[src/rtl/uart_tx_arbiter_pkg.sv]
// uart_tx_arbiter_pkg: shared definitions for the uart_tx arbiter.
//   - arb_state_e      : arbiter FSM state encoding (3-bit, IDLE=0 .. HOLD=4)
//   - ARB_*_DEFAULT    : default requester count and mid-packet hold timeout
//   - REQ_HDR/PIX/DBG  : requester index assignment (0 has the highest fixed priority)
//   - onehot_idx()     : one-hot (up to 8 bits) to binary index
package uart_tx_arbiter_pkg;

  typedef enum logic [2:0] {
    ST_IDLE      = 3'd0,
    ST_LOAD      = 3'd1,
    ST_WAIT_BUSY = 3'd2,
    ST_WAIT_DONE = 3'd3,
    ST_HOLD      = 3'd4
  } arb_state_e;

  localparam int ARB_N_DEFAULT            = 3;
  localparam int ARB_HOLD_TIMEOUT_DEFAULT = 1024;

  localparam int REQ_HDR = 0;  // frame-header generator
  localparam int REQ_PIX = 1;  // image pixel stream
  localparam int REQ_DBG = 2;  // debug/status text

  function automatic logic [2:0] onehot_idx(input logic [7:0] oh);
    logic [2:0] idx;
    idx = '0;
    for (int i = 0; i < 8; i++) begin
      if (oh[i]) idx = 3'(i);
    end
    return idx;
  endfunction

endpackage

[src/rtl/uart_tx_arbiter_arb_pick.sv]
// arb_pick: combinational winner selection for the uart_tx arbiter.
// Searches req starting at ptr (rr_en=1, wrapping modulo N) or at index 0
// (rr_en=0, fixed priority) and returns the first requester found, one-hot.
// Ports:
//   req   [N-1:0]  in   request vector
//   ptr   [PW-1:0] in   round-robin start index (ignored when rr_en=0)
//   rr_en          in   1 = rotating search, 0 = lowest index wins
//   win   [N-1:0]  out  one-hot winner, all zero when req is zero
module arb_pick #(
  parameter int N  = 3,
  parameter int PW = (N > 1) ? $clog2(N) : 1
) (
  input  logic [N-1:0]  req,
  input  logic [PW-1:0] ptr,
  input  logic          rr_en,
  output logic [N-1:0]  win
);

  int            pos;
  logic [PW-1:0] idx;
  logic          found;

  // NOTE: every signal written here gets a default before the search, so no
  // path leaves a value unassigned and no latch is inferred.
  always_comb begin
    win   = '0;
    found = 1'b0;
    pos   = 0;
    idx   = '0;
    for (int i = 0; i < N; i++) begin
      pos = (rr_en ? int'(ptr) : 0) + i;
      if (pos >= N) pos = pos - N;
      idx = PW'(pos);
      if (!found && req[idx]) begin
        win[idx] = 1'b1;
        found    = 1'b1;
      end
    end
  end

endmodule

[src/rtl/uart_tx_arbiter.sv]
// uart_tx_arbiter: shares one uart_tx serializer between N byte-stream
// requesters. The grant is held for a whole packet (until req_last), and the
// uart_tx start/ready handshake is sequenced for every byte.
// Build option: define UART_ARB_ROUND_ROBIN_EN for round-robin arbitration;
// undefined gives fixed priority (lowest index wins) with no pointer logic.
// Ports:
//   clk, rst         clock, synchronous active-high reset
//   req_valid [N]    requester i presents a byte
//   req_data  [8N]   byte of requester i at [8i+7:8i]
//   req_last  [N]    byte is the last of requester i's packet
//   req_ack   [N]    one-cycle pulse, byte of requester i taken
//   grant     [N]    one-hot packet owner
//   busy             a packet is in progress
//   tx_data, tx_start  to uart_tx
//   tx_ready         from uart_tx, 1 = idle
//   revoked          one-cycle pulse when a grant is dropped by timeout
module uart_tx_arbiter
  import uart_tx_arbiter_pkg::*;
#(
  parameter int N            = ARB_N_DEFAULT,
  parameter int HOLD_TIMEOUT = ARB_HOLD_TIMEOUT_DEFAULT
) (
  input  logic           clk,
  input  logic           rst,
  input  logic [N-1:0]   req_valid,
  input  logic [8*N-1:0] req_data,
  input  logic [N-1:0]   req_last,
  output logic [N-1:0]   req_ack,
  output logic [N-1:0]   grant,
  output logic           busy,
  output logic [7:0]     tx_data,
  output logic           tx_start,
  input  logic           tx_ready,
  output logic           revoked
);

  localparam int PW = (N > 1) ? $clog2(N) : 1;
  localparam int CW = (HOLD_TIMEOUT > 1) ? $clog2(HOLD_TIMEOUT) : 1;
  localparam logic [CW-1:0] CNT_MAX = CW'(HOLD_TIMEOUT - 1);

  arb_state_e    state, state_n;
  logic [N-1:0]  grant_n, req_ack_n, pick_win;
  logic [7:0]    tx_data_n, g_byte;
  logic          tx_start_n, revoked_n, last_r, last_n;
  logic          g_valid, g_last, advance;
  logic [CW-1:0] hold_cnt, hold_cnt_n;
  logic [PW-1:0] pick_ptr;
  logic          rr_en;

  // Granted requester's signals; grant is one-hot so OR-reduction is a mux.
  always_comb begin
    g_valid = |(req_valid & grant);
    g_last  = |(req_last & grant);
    g_byte  = '0;
    for (int i = 0; i < N; i++) begin
      g_byte = g_byte | (req_data[8*i +: 8] & {8{grant[i]}});
    end
  end

`ifdef UART_ARB_ROUND_ROBIN_EN
  logic [PW-1:0] rr_ptr, rr_ptr_n, g_idx, g_next;

  assign rr_en    = 1'b1;
  assign pick_ptr = rr_ptr;
  assign g_idx    = PW'(onehot_idx(8'(grant)));
  assign g_next   = (g_idx == PW'(N - 1)) ? '0 : g_idx + 1'b1;

  // Pointer moves past the owner whenever a packet ends or is revoked.
  always_comb begin
    rr_ptr_n = rr_ptr;
    if (advance) rr_ptr_n = g_next;
  end

  always_ff @(posedge clk) begin
    if (rst) rr_ptr <= '0;
    else     rr_ptr <= rr_ptr_n;
  end
`else
  assign rr_en    = 1'b0;
  assign pick_ptr = '0;
`endif

  arb_pick #(.N(N), .PW(PW)) u_pick (
    .req   (req_valid),
    .ptr   (pick_ptr),
    .rr_en (rr_en),
    .win   (pick_win)
  );

  always_comb begin
    state_n    = state;
    grant_n    = grant;
    req_ack_n  = '0;
    tx_start_n = 1'b0;
    tx_data_n  = tx_data;
    revoked_n  = 1'b0;
    last_n     = last_r;
    hold_cnt_n = hold_cnt;
    advance    = 1'b0;
    case (state)
      ST_IDLE: begin
        if (|req_valid) begin
          grant_n = pick_win;
          state_n = ST_LOAD;
        end
      end
      ST_LOAD: begin
        if (tx_ready && g_valid) begin
          tx_data_n  = g_byte;
          tx_start_n = 1'b1;
          req_ack_n  = grant;
          last_n     = g_last;
          state_n    = ST_WAIT_BUSY;
        end
      end
      ST_WAIT_BUSY: begin
        // uart_tx has not yet accepted the start until ready drops.
        if (!tx_ready) state_n = ST_WAIT_DONE;
      end
      ST_WAIT_DONE: begin
        if (tx_ready) begin
          if (last_r) begin
            grant_n = '0;
            advance = 1'b1;
            state_n = ST_IDLE;
          end else begin
            hold_cnt_n = '0;
            state_n    = ST_HOLD;
          end
        end
      end
      ST_HOLD: begin
        // Timeout wins over a byte arriving in the same cycle; that
        // requester re-arbitrates from IDLE instead.
        if (hold_cnt == CNT_MAX) begin
          grant_n    = '0;
          revoked_n  = 1'b1;
          advance    = 1'b1;
          hold_cnt_n = '0;
          state_n    = ST_IDLE;
        end else if (g_valid) begin
          hold_cnt_n = '0;
          state_n    = ST_LOAD;
        end else begin
          hold_cnt_n = hold_cnt + 1'b1;
        end
      end
      default: begin
        grant_n = '0;
        state_n = ST_IDLE;
      end
    endcase
  end

  // NOTE: reset is sampled on the clock edge (synchronous); state registers
  // use non-blocking assignments so every flop sees pre-edge values.
  always_ff @(posedge clk) begin
    if (rst) begin
      state    <= ST_IDLE;
      grant    <= '0;
      busy     <= 1'b0;
      req_ack  <= '0;
      tx_start <= 1'b0;
      tx_data  <= 8'h00;
      revoked  <= 1'b0;
      last_r   <= 1'b0;
      hold_cnt <= '0;
    end else begin
      state    <= state_n;
      grant    <= grant_n;
      busy     <= |grant_n;
      req_ack  <= req_ack_n;
      tx_start <= tx_start_n;
      tx_data  <= tx_data_n;
      revoked  <= revoked_n;
      last_r   <= last_n;
      hold_cnt <= hold_cnt_n;
    end
  end

endmodule

[config.mk]
export PLATFORM = sky130hd
export DESIGN_NAME = uart_tx_arbiter
export DESIGN_NICKNAME = d
export VERILOG_FILES = /design/src/rtl/uart_tx_arbiter_pkg.sv /design/src/rtl/uart_tx_arbiter_arb_pick.sv /design/src/rtl/uart_tx_arbiter.sv
export SDC_FILE = /design/constraint.sdc
export NUM_CORES = 1
export LEC_CHECK = 0
export CAP_MARGIN = 20
export CORE_MARGIN = 2
export CORE_UTILIZATION = 42
export DETAILED_ROUTE_END_ITERATION = 16
export GPL_TIMING_DRIVEN = 0
export PLACE_DENSITY = 0.75
export SYNTH_ARGS = -nofsm -noshare
export SYNTH_HDL_FRONTEND = slang
export SYNTH_HIERARCHICAL = 1
export SYNTH_SLANG_ARGS = --single-unit
[constraint.sdc]
create_clock -name clk -period 1.89 [get_ports clk]
set_clock_uncertainty 0.2 [all_clocks]
set_input_delay 0.378 -clock clk [delete_from_list [all_inputs] [get_ports clk]]
set_output_delay 0.378 -clock clk [all_outputs]
set_load 0.02 [all_outputs]
Word-level counts from Yosys, hierarchy flattened --
Index checks and enable logic that the tools add are counted.
Cells by class: bitwise operators 10, eq/ne operators 11, add/sub/neg operators 1, reductions and logical operators 18, muxes and demuxes 25
Operators by type and width (count):
- two-way mux 10 bit | 4
- two-way mux 3 bit | 12
- AND 8 bit | 3
- one-hot mux 10 bit (2 select lines) | 1
- OR 8 bit | 2
- one-hot mux 3 bit (5 select lines) | 1
- OR reduction 3 bit | 5
- one-hot mux 3 bit (4 select lines) | 1
- adder 10 x 1 -> 10 bit, second input constant | 1
- == test 10 bit, second input constant | 1
- != test 2 bit, second input constant | 5
- AND 3 bit | 2
- == test 3 x 2 -> 1 bit, second input constant | 2
- OR reduction 2 bit | 3
- two-way mux 1 bit | 5
- AND reduction 5 bit | 1
- == test 3 x 1 -> 1 bit, second input constant | 1
- == test 3 bit, second input constant | 1
- logical AND 1 bit | 3
- logical NOT 3 bit | 1
- != test 3 bit, second input constant | 1
- inverter 1 bit | 3
- AND reduction 3 bit | 1
- logical NOT 1 bit | 2
- other kinds (3) | 3
Word-level totals: bits of input ports 33, bits in registers 31, logic and storage cells 74

Logic depth before layout (Yosys ltp) --
depth in word-level cells 10, mapped depth 11

By module --
Netlist, hierarchy kept.
By module, submodules not included:
- uart_tx_arbiter | sequential area each 620.6 um^2, cells each 171, area each 1441.4 um^2, times used 1
- arb_pick | sequential area each 0.0 um^2, cells each 41, area each 264.0 um^2, times used 1

Least setup slack after synthesis --
OpenSTA, ideal clock, no wires.
path kind register -> register, start register grant[1], end register tx_data[0], cell stages (with the launch flop) 6, library setup time 0.086 ns, buffers on the path 1, clock period less this slack 1.966 ns, arrival time 1.681 ns, setup slack -0.076 ns, cell sequence dfxtp_1 a222oi_1 nor4_1 clkbuf_1 nor2_1 a211oi_1
Between the ends: longest elaborated chain between the ends 4
Ends and longest elaborated chain:
- start: declaration | RTL line uart_tx_arbiter.sv:29 | output logic [N-1:0] grant,
- start signal: assignment | RTL line uart_tx_arbiter.sv:170 | grant <= grant_n;
- AND 3 bit | RTL line uart_tx_arbiter.sv:52 | g_valid = |(req_valid & grant);
- OR reduction 3 bit | RTL line uart_tx_arbiter.sv:52
- logical AND 1 bit | RTL line uart_tx_arbiter.sv:108 | if (tx_ready && g_valid) begin
- AND reduction 2 bit (no source line)
- end signal: assignment | RTL line uart_tx_arbiter.sv:174 | tx_data <= tx_data_n;
- end: declaration | RTL line uart_tx_arbiter.sv:31 | output logic [7:0] tx_data,
Parallel ways exist; a longest one is shown, timed or not. A chain may end at the register's enable or synchronous reset.

Worst setup path in the final report --
start register tx_data[5], end output port tx_data[5]
No word-level cell between the ends.

==> run_results.csv <==
group,metric,value,unit
logic_synthesis,synth_largest_area_cell,"dfxtp_1",
logic_synthesis,synth-seq-cells,31,
logic_synthesis,synth_xor_area_share,3.081,%
timing,slew_headroom,65.98,%
power,power.leakage,0.9600,nW
placement,io_buffers,49,
global_routing,antenna_found_initial,0,
clock_tree,clk_pin_slew,0.06,ns
logic_synthesis,synthAdderAreaFrac,3.668,%
critical_path,max_stage_delay,0.63,ns
critical_path,crit_fanout,2,
power,p_total,1.573,mW
run_status,outcome,"completed",
floorplanning,die_area,4586,µm²
critical_path,crit_buf_inv,1,
global_routing,grt_pass1_wl,7645,µm
critical_path,cp_top_family,"buffers and inverters",
timing,layout_min_cycle_time,1.848,ns
cells_and_area,finalNonFillerCells,329,
power,p_clk_share,37.4,%
drt,wl_per_cell,14.19,µm
cells_and_area,syn_to_final_growth,50.99,%
critical_path,worstPathArrival,1.27,ns
drt,routed_wirelength,4668,µm
drt,first_pass_iters,5,
floorplanning,die_w,67.72,µm
critical_path,startpoint_type,"register",
drt,initialDrtViolationCount,216,
logic_synthesis,seq_area_frac_synth,36.39,%
logic_synthesis,netlist_area,1705,µm²
logic_synthesis,synth-simple-area-share,23.84,%
floorplanning,initial_utilization,43.26,%
timing,worst_slew_pin_slew,0.5048,ns
cells_and_area,nets,316,
timing,setup_violations,0,
clock_tree,cts_sinks,31,
power,p_sw,0.4265,mW
power,p_sw_share,27.11,%
clock_tree,ctsHoldBuffers,0,
global_routing,grt_usage,22.21,%
clock_tree,cts_tree,"built",
placement,place_congestion,0.9255,
logic_synthesis,synth_mux_area_share,0.5869,%
logic_synthesis,synth_compound_area_share,26.63,%
logic_synthesis,synth_area_leaders,"dfxtp_1, nor2_1, a222oi_1",
timing,rsz0062_at_grt,"no",
placement,dp.cells,314,
logic_synthesis,syn-mean-instance-area,8.044,µm²
power,p_comb_share,19.5,%
cells_and_area,diodes,0,
timing,finalMaxSlewViolations,0,
cells_and_area,num-fill-cells,330,
logic_synthesis,synth_flop_cell,"dfxtp_1",
floorplanning,rows,23,
floorplanning,ioPinCount,50,
global_routing,grt-ovfl-total,0,
global_routing,grt_max_degree,11,
placement,place_area,2287,µm²
clock_tree,cts_root_buf,"clkbuf_8",
drt,drc,0,
power,intPower,1.147,mW
logic_synthesis,ys_warn_count,6,
placement,hpwl,3109,µm
critical_path,path_cells,"clkdlybuf4s50_1",
floorplanning,die_h,67.72,µm
timing,fmax,0.5410,GHz
drt,antenna_left,0,
cells_and_area,final-seq-area,640.6,µm²
drt,via_per_inst,5.675,
hold_path,min_path_type,"reg2reg",
global_routing,first_global_vias,1726,
cells_and_area,final_area,2575,µm²
power,ir_drop,0.0005198,V
drt,vias,1867,
flow_run,cap_viol_max_count,0,
logic_synthesis,syn_inst,212,
cells_and_area,layout-drive-gt1-share,21.15,%
clock_tree,clk_latency,0.29,ns
critical_path,path_class,"reg2out",
timing,min_period_over_period,97.80,%
logic_synthesis,synth_cell_types,47,
power,p_seq_share,43.1,%
logic_synthesis,synth-edff-count,0,
logic_synthesis,synth_top_area_share,36.39,%
logic_synthesis,synth_top_family_by_area,"compound AO/OA/AOI/OAI gates",
clock_tree,cts_buffer_depth,2,
critical_path,required,1.31,ns
logic_synthesis,async_flop_share,0,%
power,power.density,611.0,nW/µm²
critical_path,endpoint_kind,"primary output",
floorplanning,core_area,3943,µm²
timing,finalHoldViolCount,0,
clock_tree,cts_made_buffers,5,
clock_tree,htree_levels,2,
cells_and_area,multi_input_area,1120,µm²
critical_path,slowest_stage,"clkdlybuf4s50_1",
-- layer usage --
metal / global-route usage [%] / share of wire, % / vias up
met1: 27.54 / 43 / 866
met2: 35.17 / 48 / 68
met4: 9.439 / 2.0 / 0
met3: 7.167 / 7.5 / 9
li1: - / - / 924
met5: 0 / 0 / -
-- cell usage after synthesis, types with 2 or more instances --
master / instances
nor2b_1: 2
inv_2: 2
nand2_1: 15
nand4_1: 4
nor2_1: 28
o21ai_1: 4
nand2b_1: 2
a22oi_1: 2
nor3_1: 9
and4_1: 2
a21oi_1: 12
o311ai_1: 3
a222oi_1: 10
o22ai_1: 3
xor2_1: 3
dfxtp_1: 31
ha_1: 5
or3_1: 3
o21ai_0: 4
inv_1: 10
xnor2_1: 3
clkbuf_1: 11
a31oi_1: 5
a211oi_1: 9
nor4_1: 3
and3_1: 4
nand3_1: 3
-- through the flow --
stage | setup slack, ns | utilization [%] | TNS (ns) | hold slack, ns
6_report | 0.04161 | 65.31 | 0 | 0.2999
5_1_grt | 0.001318 | 65.31 | 0 | 0.3180
4_1_cts | 0.01518 | 63.73 | 0 | 0.3059
3_5_place_dp | -0.9361 | 58.01 | -22.37 | 0.2959
3_3_place_gp | -0.8968 | 58.01 | -21.68 | 0.2870
2_1_floorplan | -0.04610 | - | -0.1165 | 0.2704
-- path summary, 6_finish.rpt --
kind	from	end	slack [ns]	cells past startpoint
max	tx_data[5]$_SDFFE_PP0P_	tx_data[5]	0.04	1
min	tx_data[3]$_SDFFE_PP0P_	tx_data[3]$_SDFFE_PP0P_	0.30	2
max reg2reg	hold_cnt[0]$_SDFFE_PP0P_	hold_cnt[0]$_SDFFE_PP0P_	0.07	6
min reg2reg	tx_data[3]$_SDFFE_PP0P_	tx_data[3]$_SDFFE_PP0P_	0.30	2
-- state kept, by name, summed over array words and instances, names as in the netlist --
| name | flops |
|---|---|
| hold_cnt | 10 |
| busy | 1 |
| req_ack | 3 |
| tx_start | 1 |
| state | 3 |
| revoked | 1 |
| tx_data | 8 |
| last_r | 1 |
| grant | 3 |
-- final cells by class --
cell class | count | share of cell area (%)
Multi-Input combinational cell | 159 | 43.49
Sequential cell | 31 | 24.88
Timing Repair Buffer | 58 | 21.14
Clock buffer | 7 | 3.741
Tap cell | 50 | 2.430
Buffer | 10 | 2.138
Inverter | 13 | 1.895
Clock inverter | 1 | 0.2915
-- power by group through the flow --
stage          logic [mW]  registers (mW)  clock network [mW]
2_1_floorplan       0.140           0.704                   0
3_3_place_gp        0.273           0.691                   0
3_5_place_dp        0.275           0.691                   0
4_1_cts             0.289           0.676               0.602
5_1_grt             0.333           0.681               0.633
6_report            0.306           0.679               0.588
-- logic make-up (layout without fill, tap and decap cells) --
group / Yosys count / count (layout)
simple gates: 82 / 82
other cells: 1 / 4
buf+inv: 25 / 89
xor+xnor: 6 / 6
fa+ha+maj: 5 / 5
mux: 1 / 1
compound gates: 61 / 61
flops: 31 / 31
-- repair_timing --
item / 4_1_cts / 5_1_grt
cloned: 1 / 0
resized for setup: 29 / 29
setup endpoints to repair: 31 / 25
hold endpoints to repair: 0 / 0
setup buffers: 5 / 4
pin swaps: 5 / 11
-- layout by cell type (no fill, tap or decap), drive strengths merged, types with 5 or more instances in the layout --
master / count
nand2: 15
buf: 10
dfxtp: 31
a222oi: 10
nor3: 9
inv: 12
a31oi: 5
clkdlybuf4s50: 44
nor2: 28
o21ai: 8
clkbuf: 19
a21oi: 12
ha: 5
a211oi: 9
Power figures use the tool's default switching activity.
==> edit 1: new RTL, same settings <==
Add a define of `UART_ARB_ROUND_ROBIN_EN`.
--- a/src/rtl/uart_tx_arbiter.sv
+++ b/src/rtl/uart_tx_arbiter.sv
@@ -16,2 +16,4 @@
 //   revoked          one-cycle pulse when a grant is dropped by timeout
+`define UART_ARB_ROUND_ROBIN_EN
+
 module uart_tx_arbiter
Behaviour: not the same (a bounded check fails within 10 cycles, from zero or initial values and one cycle with rst high).
==> edit 1 against the unedited design <==
The run now ends with setup timing left; routed wire length up 16%; die area up 6.6%; sequential share of layout area down 2.1 points; critical path depth up 10; cell area up 16%; sequential cell count up 2; power up 21%; setup slack worse by 0.35 ns; synthesized area up 7.0%; register-to-register slack worse by 0.38 ns; synthesized cell count up 2.8%; hold slack worse by 0.017 ns; utilization up 7.7 points; critical path type is now reg2reg.
==> edit 1: results (changes against the unedited design) <==
| Metric | Value |
|---|---|
| Fill count | 296 (was 330) |
| Signal inverters | 15 (was 13) |
| Area contributors post-synth | dfxtp_1, a222oi_1, nor2_1 (was dfxtp_1, nor2_1, a222oi_1) |
| R2R cell count | 11 (was 6) |
| Final setup viols | 4 (was 0) |
| Outcome | complete, but fails checks (was finished, final reports clean) |
| Slowest CP cell | dfxtp_2 (was clkdlybuf4s50_1) |
| Sequential share of cell area | 0.2281 (was 0.2488) |
| Worst R2R Start | pick_ptr[1]$_SDFFE_PP0P_ (was hold_cnt[0]$_SDFFE_PP0P_) |
| Final net count | 336 (was 316) |
| WS Path Type | reg2reg (was reg2out) |
| Failing checks | setup timing |
| Final worst slack | -0.3126 ns (was 0.04161 ns) |
| Max VDD drop | 582.6 uV (was 519.8 uV) |
| Arrival time at the worst endpoint | 2.21 ns (was 1.27 ns) |
| Pleak | 1.138 nW (was 0.9600 nW) |
| Vias in the first global route | 1845 (was 1726) |
| Min-delay src | pick_ptr[0]$_SDFFE_PP0P_ (was tx_data[3]$_SDFFE_PP0P_) |
| M1 WL | 2.384 mm (was 1.998 mm) |
| Via density | 5.599 (was 5.675) |
| Global-route wire length before repair | 8.542 mm (was 7.645 mm) |
| Non-CTS buffers | 84 (was 68) |
| Place WS | -1.046 ns (was -0.9361 ns) |
| Crit path max fanout | 6 (was 2) |
| Post-synth top cells | dfxtp_1, nor2_1, nand2_1 (unchanged) |
| Pre-Repair DR Iteration Count | 4 (was 5) |
-- edit 1: cell types whose count changed in the layout (fill, tap and decap cells not counted), moves of 4 or more --
cell      delta
a211oi_2     +5
a21oi_1      -9
buf_4       +13
a211oi_1     -4
and3_1       -4
-- edit 1: per-layer routing --
metal  vias up  GRT usage
met3         9    0.06061
met1       918     0.2796
met4         0    0.09615
met2        66     0.3450
li1        961          -
met5         -          0
-- edit 1: stage by stage --
| step | area [um2] | instances | power (W) | hold slack, ns | util |
|---|---|---|---|---|---|
| finish | 2984 | 349 | 0.001903 | 0.2833 | 0.7303 |
| global route | 2984 | 349 | 0.001984 | 0.3050 | 0.7303 |
| CTS | 2784 | 338 | 0.001882 | 0.2792 | 0.6813 |
| detailed placement | 2505 | 318 | 0.001183 | 0.2678 | 0.6130 |
| global placement | 2505 | 318 | 0.001179 | 0.2571 | 0.6130 |
| floorplan | 1952 | 219 | 0.001014 | 0.2436 | - |
-- edit 1: worst reg2reg max path: cells and delay by family (launching register included) --
kind / cells / cell delay [ns]
buffers and inverters: 4 / 0.35
AOI/OAI and AO/OA: 5 / 0.86
and+or+nand+nor: 1 / 0.09
DFF: 1 / 0.34
adders and majority gates: 1 / 0.29
-- edit 1: timing repair --
action / in CTS / in global routing
gates cloned: 0 / 0
pin swaps: 17 / 23
gates resized for setup: 29 / 41
setup buffers: 12 / 12
setup endpoints to repair: 33 / 27
-- edit 1: cell families after synthesis --
family / share of synthesized area
AOI/OAI and AO/OA: 0.2353
xor gates and xnor gates: 0.03841
adders and majority gates: 0.03429
buffers and inverters: 0.06653
DFF: 0.3621
muxes: 0.01097
other: 0.002056
and+or+nand+nor: 0.2503
-- edit 1: report_power, final --
part           internal (W)  switching [W]
sequential         0.000725      0.0000256
clock              0.000430       0.000260
combinational      0.000217       0.000245
==> edit 2: new RTL, same settings <==
Made on the original files. The 5 states of `arb_state_e` get a one-hot encoding in 5 bits.
--- a/src/rtl/uart_tx_arbiter_pkg.sv
+++ b/src/rtl/uart_tx_arbiter_pkg.sv
@@ -7,8 +7,8 @@
 
-  typedef enum logic [2:0] {
-    ST_IDLE      = 3'd0,
-    ST_LOAD      = 3'd1,
-    ST_WAIT_BUSY = 3'd2,
-    ST_WAIT_DONE = 3'd3,
-    ST_HOLD      = 3'd4
+  typedef enum logic [4:0] {
+    ST_IDLE      = 5'b00001,
+    ST_LOAD      = 5'b00010,
+    ST_WAIT_BUSY = 5'b00100,
+    ST_WAIT_DONE = 5'b01000,
+    ST_HOLD      = 5'b10000
   } arb_state_e;
Formal check against the unedited RTL: no difference found for any inputs over 10 cycles, from zero or initial values and one cycle with rst high; not proved beyond that.
==> edit 2 against the unedited design <==
The run now ends with setup timing left; maximum frequency is 3.7% lower; hold slack lost 0.00097 ns; synthesized area rose by 12%; routed wire length rose by 12%; sequential cell count increased by 2; cell area grew 9.5%; setup slack got worse by 0.070 ns; highest routed layer unchanged.
Power is not compared: it rests on default switching activity, and its combinational part moved more than twofold at a synthesized area within 25%.
==> edit 2: results (changes against the unedited design) <==
| Metric | Value |
|---|---|
| Outcome | complete, but fails checks (was finished, final reports clean) |
| Failing checks | setup timing |
| Fill count | 376 (was 330) |
| Pre-Repair DR Iteration Count | 5 (unchanged) |
| Multi-input gate area | 1291 um2 (was 1120 um2) |
| Max-slew headroom | 0.6347 (was 0.6598) |
| DR iter-0 viols | 151 (was 216) |
| Share of power burned in the clock network | 0.323 |
| Min-delay src | tx_data[2]$_SDFFE_PP0P_ (was tx_data[3]$_SDFFE_PP0P_) |
| Final net count | 342 (was 316) |
| Total Routing Usage GR | 0.2055 (was 0.2221) |
| Hpwl dp | 3.643 mm (was 3.109 mm) |
| Global-route wire length before repair | 8.500 mm (was 7.645 mm) |
| Unique masters post-synth | 46 (was 47) |
| Via count | 2069 (was 1867) |
| Placed cell area | 2504 um2 (was 2287 um2) |
| TNS Setup | -0.02866 ns (was 0 ns) |
| Post-synth top cells | dfxtp_1, nand2_1, nor2_1 (was dfxtp_1, nor2_1, nand2_1) |
| Arrival time at the worst endpoint | 1.89 ns (was 1.27 ns) |
| Post-synthesis sequential area ratio | 0.3449 (was 0.3639) |
| Place WS | -0.8490 ns (was -0.9361 ns) |
| Mux share of post-synthesis cell area | 0.01568 (was 0.005869) |
| Mean routed wirelength per cell | 14.61 um (was 14.19 um) |
| Area contributors post-synth | dfxtp_1, a222oi_1, nand2_1 (was dfxtp_1, nor2_1, a222oi_1) |
| Post-Synth Adder-Cell Area | 0.03266 (was 0.03668) |
| XOR/XNOR Fraction of Synth Area | 0 (was 0.03081) |
| Final worst slack | -0.02866 ns (was 0.04161 ns) |
| Synthesized area per cell | 8.083 um2 (was 8.044 um2) |
| Worst-path clk slew | 0.07 ns |
| DRT Wirelength | 5.217 mm (was 4.668 mm) |
| Compound-Gate Fraction of Synth Area | 0.2632 (was 0.2663) |
| Final setup viols | 1 (was 0) |
## edit 2: changes by cell type after synthesis, moves of 4 or more
cell / delta
nand2_1: +11
o21ai_1: -4
nand3_1: +10
nor2b_1: +4
o21ai_0: +6
clkbuf_1: -4
## edit 2: worst paths after layout
check	endpoint	slack [ns]	cells after the start
max	state[0]$_SDFFE_PP1P_	-0.03	7
min	tx_data[2]$_SDFFE_PP0P_	0.30	2
max reg2reg	state[0]$_SDFFE_PP1P_	-0.03	7
min reg2reg	tx_data[2]$_SDFFE_PP0P_	0.30	2
## edit 2: cell families after synthesis
| logic type | after synthesis |
|---|---|
| flops | 33 |
| compound gates | 69 |
| simple gates | 104 |
| buf+inv | 22 |
| mux | 3 |
| fa+ha+maj | 5 |
| other cells | 1 |
## edit 2: critical path, cell delays in order, from the launching register on
cell     delay [ns]
dfxtp_2        0.36
ha_4           0.17
and3_4         0.18
and4_1         0.17
buf_6          0.14
nor2_4         0.20
nor2_4         0.07
a221o_1        0.32
## edit 2: routing by layer
metal / vias up / track usage / wire length [um]
met5: - / 0 / 0
li1: 1026 / - / -
met2: 73 / 0.3416 / 2494
met4: 0 / 0.07757 / 75
met3: 7 / 0.04501 / 380
met1: 963 / 0.2607 / 2267
## edit 2: cell type report
class                   count  area share
multi-input cells         185      0.4581
flip-flops and latches     33      0.2379
repair buffers             58      0.2006
clock buffers               7     0.03063
plain buffers              11     0.02574
well taps                  52     0.02308
inverters                  10     0.01332
clock inverters             1     0.01065
## edit 2: what timing repair did
action,4_1_cts,5_1_grt
endpoints found under the setup margin,33,25
buffers inserted,2,6
pin swaps,4,12
gates resized for setup,24,24
gates cloned,1,0
